**src/rtl/config_uart_tx_pkg.sv**
```systemverilog
// Shared types and helpers for the config UART transmitter.
// CONFIG_UART_TX_PARITY_EN adds the PARITY state (8E1 framing).
package config_uart_tx_pkg;

    localparam int BITS_PER_BYTE  = 8;
    localparam int BYTES_PER_WORD = 4;

`ifdef CONFIG_UART_TX_PARITY_EN
    typedef enum logic [2:0] {IDLE, START, DATA, PARITY, STOP} txState_e;
`else
    typedef enum logic [1:0] {IDLE, START, DATA, STOP} txState_e;
`endif

    // Byte n in transmit order: n=0 goes out first.
    function automatic logic [7:0] selectByte(input logic [31:0] word,
                                              input logic [1:0]  n,
                                              input bit          msbFirst);
        logic [1:0] idx;
        idx = msbFirst ? (2'(BYTES_PER_WORD - 1) - n) : n;
        return word[idx*BITS_PER_BYTE +: BITS_PER_BYTE];
    endfunction

endpackage

```
**src/rtl/config_uart_tx_if.sv**
```systemverilog
// Word write handshake for the config UART transmitter: WriteStrobe/Ready.
// A word moves when WriteStrobe && Ready on a rising CLK edge.
interface config_uart_tx_if;
    logic [31:0] WriteData;
    logic        WriteStrobe;
    logic        Ready;

    modport master (output WriteData, output WriteStrobe, input Ready);
    modport slave  (input WriteData, input WriteStrobe, output Ready);
endinterface

```
**src/rtl/config_uart_tx_byte.sv**
```systemverilog
// Byte serializer: start, 8 data bits LSB-first, optional even parity
// (CONFIG_UART_TX_PARITY_EN), stop. Accepts a new byte in the last stop cycle.
module config_uart_tx_byte
    import config_uart_tx_pkg::*;
#(
    parameter int CLKS_PER_BIT = 217
) (
    input  logic       CLK,
    input  logic       reset,
    input  logic       start,
    input  logic [7:0] byteIn,
    output logic       done,
    output logic       tx
);

    localparam int CNT_W = (CLKS_PER_BIT > 1) ? $clog2(CLKS_PER_BIT) : 1;
    localparam logic [CNT_W-1:0] BAUD_LAST = CNT_W'(CLKS_PER_BIT - 1);

    txState_e         state, stateNext;
    logic [CNT_W-1:0] baudCnt, baudNext;
    logic [2:0]       bitCnt, bitCntNext;
    logic [7:0]       shiftByte;
    logic             txNext;
    logic             bitEnd;
    logic             loadByte;

    assign bitEnd   = (baudCnt == BAUD_LAST);
    assign done     = (state == STOP) && bitEnd;
    assign loadByte = (stateNext == START) && (state != START);

    always_comb begin
        stateNext  = state;
        baudNext   = baudCnt;
        bitCntNext = bitCnt;
        txNext     = 1'b1;

        case (state)
            IDLE:   if (start) stateNext = START;
            START:  if (bitEnd) stateNext = DATA;
            DATA: begin
                if (bitEnd && bitCnt == 3'(BITS_PER_BYTE - 1)) begin
`ifdef CONFIG_UART_TX_PARITY_EN
                    stateNext = PARITY;
`else
                    stateNext = STOP;
`endif
                end
            end
`ifdef CONFIG_UART_TX_PARITY_EN
            PARITY: if (bitEnd) stateNext = STOP;
`endif
            // A start in the final stop cycle chains the next byte with no gap.
            STOP:   if (bitEnd) stateNext = start ? START : IDLE;
            default: stateNext = IDLE;
        endcase

        if (state == IDLE || bitEnd) baudNext = '0;
        else                         baudNext = baudCnt + CNT_W'(1);

        if (state == START)              bitCntNext = 3'd0;
        else if (state == DATA && bitEnd) bitCntNext = bitCnt + 3'd1;

        case (stateNext)
            START:  txNext = 1'b0;
            DATA:   txNext = shiftByte[bitCntNext];
`ifdef CONFIG_UART_TX_PARITY_EN
            PARITY: txNext = ^shiftByte;
`endif
            default: txNext = 1'b1;
        endcase
    end

    always_ff @(posedge CLK) begin
        if (reset) begin
            state     <= IDLE;
            baudCnt   <= '0;
            bitCnt    <= 3'd0;
            shiftByte <= 8'd0;
            tx        <= 1'b1;
        end else begin
            state   <= stateNext;
            baudCnt <= baudNext;
            bitCnt  <= bitCntNext;
            tx      <= txNext;
            if (loadByte) shiftByte <= byteIn;
        end
    end

endmodule

```
**src/rtl/config_uart_tx.sv**
```systemverilog
// Config-port UART transmitter: 32-bit word out as 4 bytes, Tx falls the edge after accept.
// Ready low for the whole word; strobes while busy are dropped. Parity via CONFIG_UART_TX_PARITY_EN.
module config_uart_tx
    import config_uart_tx_pkg::*;
#(
    parameter int CLKS_PER_BIT   = 217,
    parameter bit MSB_BYTE_FIRST = 1'b1
) (
    input  logic             CLK,
    input  logic             reset,
    config_uart_tx_if.slave  bus,
    output logic             Tx,
    output logic             TxActive,
    output logic             TransmitLED
);

    localparam int BYTE_CNT_W = $clog2(BYTES_PER_WORD);
    localparam logic [BYTE_CNT_W-1:0] LAST_BYTE = BYTE_CNT_W'(BYTES_PER_WORD - 1);

    logic [31:0]           wordBuf;
    logic [BYTE_CNT_W-1:0] byteCnt;
    logic                  readyQ;
    logic                  accept;
    logic                  byteDone;
    logic                  nextByteStart;
    logic                  wordDone;
    logic                  byteStart;
    logic [7:0]            byteData;
    logic                  txActiveNext;

    assign bus.Ready     = readyQ;
    assign accept        = bus.WriteStrobe && readyQ;
    assign nextByteStart = byteDone && (byteCnt != LAST_BYTE);
    assign wordDone      = byteDone && (byteCnt == LAST_BYTE);
    assign byteStart     = accept || nextByteStart;

    // The first byte bypasses wordBuf so Tx can fall on the accepting edge.
    always_comb begin
        byteData     = selectByte(wordBuf, byteCnt + BYTE_CNT_W'(1), MSB_BYTE_FIRST);
        txActiveNext = TxActive;
        if (accept) begin
            byteData     = selectByte(bus.WriteData, '0, MSB_BYTE_FIRST);
            txActiveNext = 1'b1;
        end else if (wordDone) begin
            txActiveNext = 1'b0;
        end
    end

    always_ff @(posedge CLK) begin
        if (reset) begin
            wordBuf     <= 32'd0;
            byteCnt     <= '0;
            TxActive    <= 1'b0;
            readyQ      <= 1'b0;
            TransmitLED <= 1'b0;
        end else begin
            if (accept) begin
                wordBuf <= bus.WriteData;
                byteCnt <= '0;
            end else if (nextByteStart) begin
                byteCnt <= byteCnt + BYTE_CNT_W'(1);
            end
            TxActive <= txActiveNext;
            readyQ   <= !txActiveNext;
            if (wordDone) TransmitLED <= !TransmitLED;
        end
    end

    config_uart_tx_byte #(
        .CLKS_PER_BIT (CLKS_PER_BIT)
    ) u_byte (
        .CLK    (CLK),
        .reset  (reset),
        .start  (byteStart),
        .byteIn (byteData),
        .done   (byteDone),
        .tx     (Tx)
    );

endmodule

```
**src/flat_wrapper.sv**
```systemverilog
// flat-port wrapper written by rule: the top's interface ports become plain ports
module config_uart_tx_flat import config_uart_tx_pkg::*;
#(
    parameter int CLKS_PER_BIT   = 217,
    parameter bit MSB_BYTE_FIRST = 1'b1
)
  (CLK, reset, Tx, TxActive, TransmitLED, bus_WriteData, bus_WriteStrobe, bus_Ready);
  config_uart_tx_if bus_i ();
  input  logic CLK;
  input  logic reset;
  output logic Tx;
  output logic TxActive;
  output logic TransmitLED;
  input wire logic [$bits(bus_i.WriteData)-1:0] bus_WriteData;
  input wire logic [$bits(bus_i.WriteStrobe)-1:0] bus_WriteStrobe;
  output wire logic [$bits(bus_i.Ready)-1:0] bus_Ready;
  assign bus_i.WriteData = bus_WriteData;
  assign bus_i.WriteStrobe = bus_WriteStrobe;
  assign bus_Ready = bus_i.Ready;
  config_uart_tx #(.CLKS_PER_BIT(CLKS_PER_BIT), .MSB_BYTE_FIRST(MSB_BYTE_FIRST)) u_core (.CLK(CLK), .reset(reset), .bus(bus_i), .Tx(Tx), .TxActive(TxActive), .TransmitLED(TransmitLED));
endmodule
```
**config.mk**
```make
export PLATFORM = sky130hd
export DESIGN_NAME = config_uart_tx_flat
export DESIGN_NICKNAME = d
export VERILOG_FILES = /design/src/rtl/config_uart_tx_pkg.sv /design/src/rtl/config_uart_tx_if.sv /design/src/rtl/config_uart_tx_byte.sv /design/src/rtl/config_uart_tx.sv /design/src/flat_wrapper.sv
export SDC_FILE = /design/constraint.sdc
export NUM_CORES = 1
export LEC_CHECK = 0
export CAP_MARGIN = 20
export CELL_PAD_IN_SITES_DETAIL_PLACEMENT = 1
export CELL_PAD_IN_SITES_GLOBAL_PLACEMENT = 1
export CORE_UTILIZATION = 40
export DETAILED_ROUTE_END_ITERATION = 10
export PLACE_DENSITY = 0.81
export SETUP_SLACK_MARGIN = 0.3
export SYNTH_ARGS = -nofsm -noshare
export SYNTH_HDL_FRONTEND = slang
export SYNTH_SLANG_ARGS = --single-unit
```
**constraint.sdc**
```tcl
create_clock -name CLK -period 2.8 [get_ports CLK]
set_clock_uncertainty 0.1 [all_clocks]
set_input_delay 0.28 -clock CLK [delete_from_list [all_inputs] [get_ports CLK]]
set_output_delay 0.28 -clock CLK [all_outputs]
set_load 0.02 [all_outputs]
```
==> results.toml <==
[finish]
design_area_sq_mm = 0.00337
area_delta_synth_final_pct = 22.8
fin_nets = 398
drive_gt1_frac = 0.113
antenna_cells = 0

[power_and_ir_drop]
power_density_mw_per_mm2 = 553
swShare = 0.248
internal-power_w = 0.00140
pwr-share-clk = 0.424
pwr-share-comb = 0.093
peakVddDrop_uv = 292
p_sw_w = 0.000461
seqPwrFrac = 0.483
leakage_nw = 1.15

[status]
status = "complete, no violations"

[yosys]
synth.avg_cell_area_sq_um = 8.41
synth.area.top_cells = "dfxtp_1 43%, nand2_1 12%, a21oi_1 6.9%, mux4_2 6.6%, nor2_1 3.7%"
synth-main-ff-cell = "dfxtp_1"
synth_top_family_by_area = "simple AND/OR/NAND/NOR gates"
syn_area_sq_mm = 0.00274
synth_fa_ha_area_frac = 0.0228
netlist_instances = 326
synth_xor_area_frac = 0.0287
ys_seq_area_frac = 0.431
synth.distinct_cells = 47
synthesis.nets = 366
yosysMostFrequentCell = "nand2_1"
synth_edf_count = 0
async_flop_share = 0
netlist_top_cells_count = "85 x nand2_1, 59 x dfxtp_1, 38 x a21oi_1, 27 x nor2_1, 14 x clkbuf_1"
yosysTopAreaCellShare = 0.431
synthMuxAreaShare = 0.0730
synth-simple-area-share = 0.239
synth-seq-cells = 59
ys_warn_count = 0
synth-compound-area-share = 0.164
synth_area_leader_cell = "dfxtp_1"

[setup_path]
crit_path_cell_trace = "and4bb_2 -> nand2_4 -> xor2_1 -> o21ai_0 -> nor4_2 -> nor3_1 -> o31a_1"
criticalPathCategory = "flop to flop"
rrSetupSlack_ps = 520
path_max_fanout = 13
timing.rr.end = "u_core.u_byte.tx$_SDFF_PP1_"
slowest_stage = "dfxtp_1"
cp-start-kind = "flop"
regToRegStartpoint = "u_core.u_byte.state[0]$_SDFF_PP0_"
max_stage_delay_ps = 610
endpoint_kind = "flop"
arrival_ps = 2400
r2r_cells = 7
critPathRequiredTime_ps = 2920

[clock_tree]
clk_pin_slew_ps = 60
numCtsBuffers = 9
cts_sinks = 59
cts-root-buf = "clkbuf_8"
postCtsSetupBuffers = 0
clk_latency_ps = 340
clk_path_buf_depth = 2
cts_tree = "built"
htree_levels = 3

[hold_path]
hold_class = "input port to flop"
hold_depth = 3
hold_path_end = "u_core.u_byte.baudCnt[1]$_SDFF_PP0_"
worstHoldStart = "reset"

[detailed_routing]
drt_iter0_drc = 86
dr.pass1.iters = 4
post_drt_wl_per_cell_um = 14.9
vias = 2378
drt_wl_total_mm = 6.56
ant_nets = 0
vias_per_cell = 5.40
drc = 0

[die]
core_area_sq_mm = 0.00649
dieArea_sq_mm = 0.00719
io_pins = 39
die_height_um = 84.8
core.rowCount = 29
initial_core_util = 0.422
die_w_um = 84.8

[run]
maxCapViolCount = 0

[placed_design]
numPortBuffers = 38
place.gp.congestion = 0.826
dp_hpwl_mm = 4.53
dpl_cell_area_sq_mm = 0.00316

[sta]
fin_crit_sh = 0.815
finalHoldViolCount = 0
max_freq_ghz = 0.438
slew_violations = 0
setup_viol = 0
slew_headroom = 0.629
tns_ps = 0
worst_pin_slew_ps = 556
finalCriticalPeriod_ps = 2280
grt_setup_unrepaired = "no"

[global_routing]
grt_max_degree = 53
antenna_found_initial = 0
grt_usage = 0.200
grt_overflow = 0
grt_first_pass_wirelength_mm = 11.3
grt_pass1_vias = 2418
## cells by family (layout without fill, tap and decap cells)
family | count (synthesis) | after routing
AOI/OAI and AO/OA | 70 | 70
xor gates and xnor gates | 9 | 9
adders and majority gates | 5 | 5
buffers and inverters | 28 | 65
DFF | 59 | 59
muxes | 10 | 10
and+or+nand+nor | 145 | 145
## cell usage in the layout (no fill, tap or decap), types with 2 or more instances in the layout
master	Yosys	layout
a32oi_1	3	3
a311oi_1	10	10
clkbuf_8	0	10
nand3b_1	2	2
o21ai_0	6	6
nand3_1	5	5
or3_1	2	2
nand2_1	85	85
a21oi_1	38	38
nor3_1	4	4
clkdlybuf4s50_1	0	37
dfxtp_1	59	59
and2_1	2	2
nor2b_1	6	6
ha_1	5	5
nor2_1	27	26
xnor2_1	3	3
mux2i_1	2	2
clkinvlp_4	0	3
xor2_1	6	6
inv_1	5	5
mux4_2	8	8
nand4_1	2	2
buf_4	1	6
## power by group through the flow
stage | Sequential, W | Combinational, W | Clock (W)
finish | 0.000900 | 0.000173 | 0.000789
detailed placement | 0.000918 | 0.000174 | 0
global placement | 0.000916 | 0.000168 | 0
CTS | 0.000900 | 0.000176 | 0.000808
global route | 0.000904 | 0.000192 | 0.000840
floorplan | 0.000913 | 0.0000966 | 0
## worst max-delay path by stage
stage,startpoint,to,slack [ps],depth (start not counted)
final,u_core.u_byte.state[0]$_SDFF_PP0_,u_core.u_byte.tx$_SDFF_PP1_,520,7
after global placement,u_core.u_byte.state[0]$_SDFF_PP0_,u_core.u_byte.tx$_SDFF_PP1_,540,7
after CTS,u_core.u_byte.state[0]$_SDFF_PP0_,u_core.u_byte.tx$_SDFF_PP1_,510,7
after global routing,u_core.u_byte.baudCnt[1]$_SDFF_PP0_,u_core.u_byte.shiftByte[3]$_SDFFE_PP0P_,390,8
after detailed placement,u_core.u_byte.state[0]$_SDFF_PP0_,u_core.u_byte.tx$_SDFF_PP1_,540,7
after floorplan,u_core.u_byte.bitCnt[0]$_SDFF_PP0_,u_core.u_byte.tx$_SDFF_PP1_,840,8
## per-stage QoR
stage / hold WS, ps / setup WS [ps] / total power (W) / utilization / cells
floorplan: 316 / 837 / 0.00101 / - / 326
global placement: 340 / 535 / 0.00108 / 0.487 / 424
detailed placement: 347 / 535 / 0.00109 / 0.487 / 424
CTS: 334 / 514 / 0.00188 / 0.518 / 440
global route: 371 / 387 / 0.00194 / 0.518 / 440
finish: 334 / 519 / 0.00186 / 0.518 / 440
## layout make-up
class                           instances  area (sq um)
Clock inverter                          5          61.3
Fill cell                             789          3130
Clock buffer                           11           141
Multi-Input combinational cell        239          1450
Inverter                                5          18.8
Timing Repair Buffer                   44           420
Sequential cell                        59          1180
Tap cell                               77          96.3
## repair_timing
item / in CTS / in global routing
setup endpoints to repair: 0 / 1
resized for setup: 0 / 1
hold buffers: 0 / 0
hold endpoints to repair: 0 / 0
## sequential cells by signal, indices dropped and copies added, names as in the netlist
register / flops
u_core.TransmitLED: 1
u_core.u_byte.bitCnt: 3
u_core.bus.Ready: 1
u_core.byteCnt: 2
u_core.u_byte.shiftByte: 8
u_core.TxActive: 1
u_core.u_byte.baudCnt: 8
u_core.u_byte.tx: 1
u_core.u_byte.state: 2
u_core.wordBuf: 32
## critical path: cells and delay by family, from the launching register on
family                    cells  cell delay, ps
DFF                           1             610
xor gates and xnor gates      1             280
and+or+nand+nor               4             770
AOI/OAI and AO/OA             2             410
## per-layer routing
| layer | GRT usage | vias to the layer above | share of wire |
|---|---|---|---|
| li1 | - | 1191 | - |
| met1 | 0.238 | 1134 | 0.46 |
| met2 | 0.350 | 42 | 0.49 |
| met3 | 0.0600 | 11 | 0.035 |
| met4 | 0.0586 | 0 | 0.015 |
| met5 | 0 | - | 0 |
Note: power is estimated with default switching activity, not from simulation.
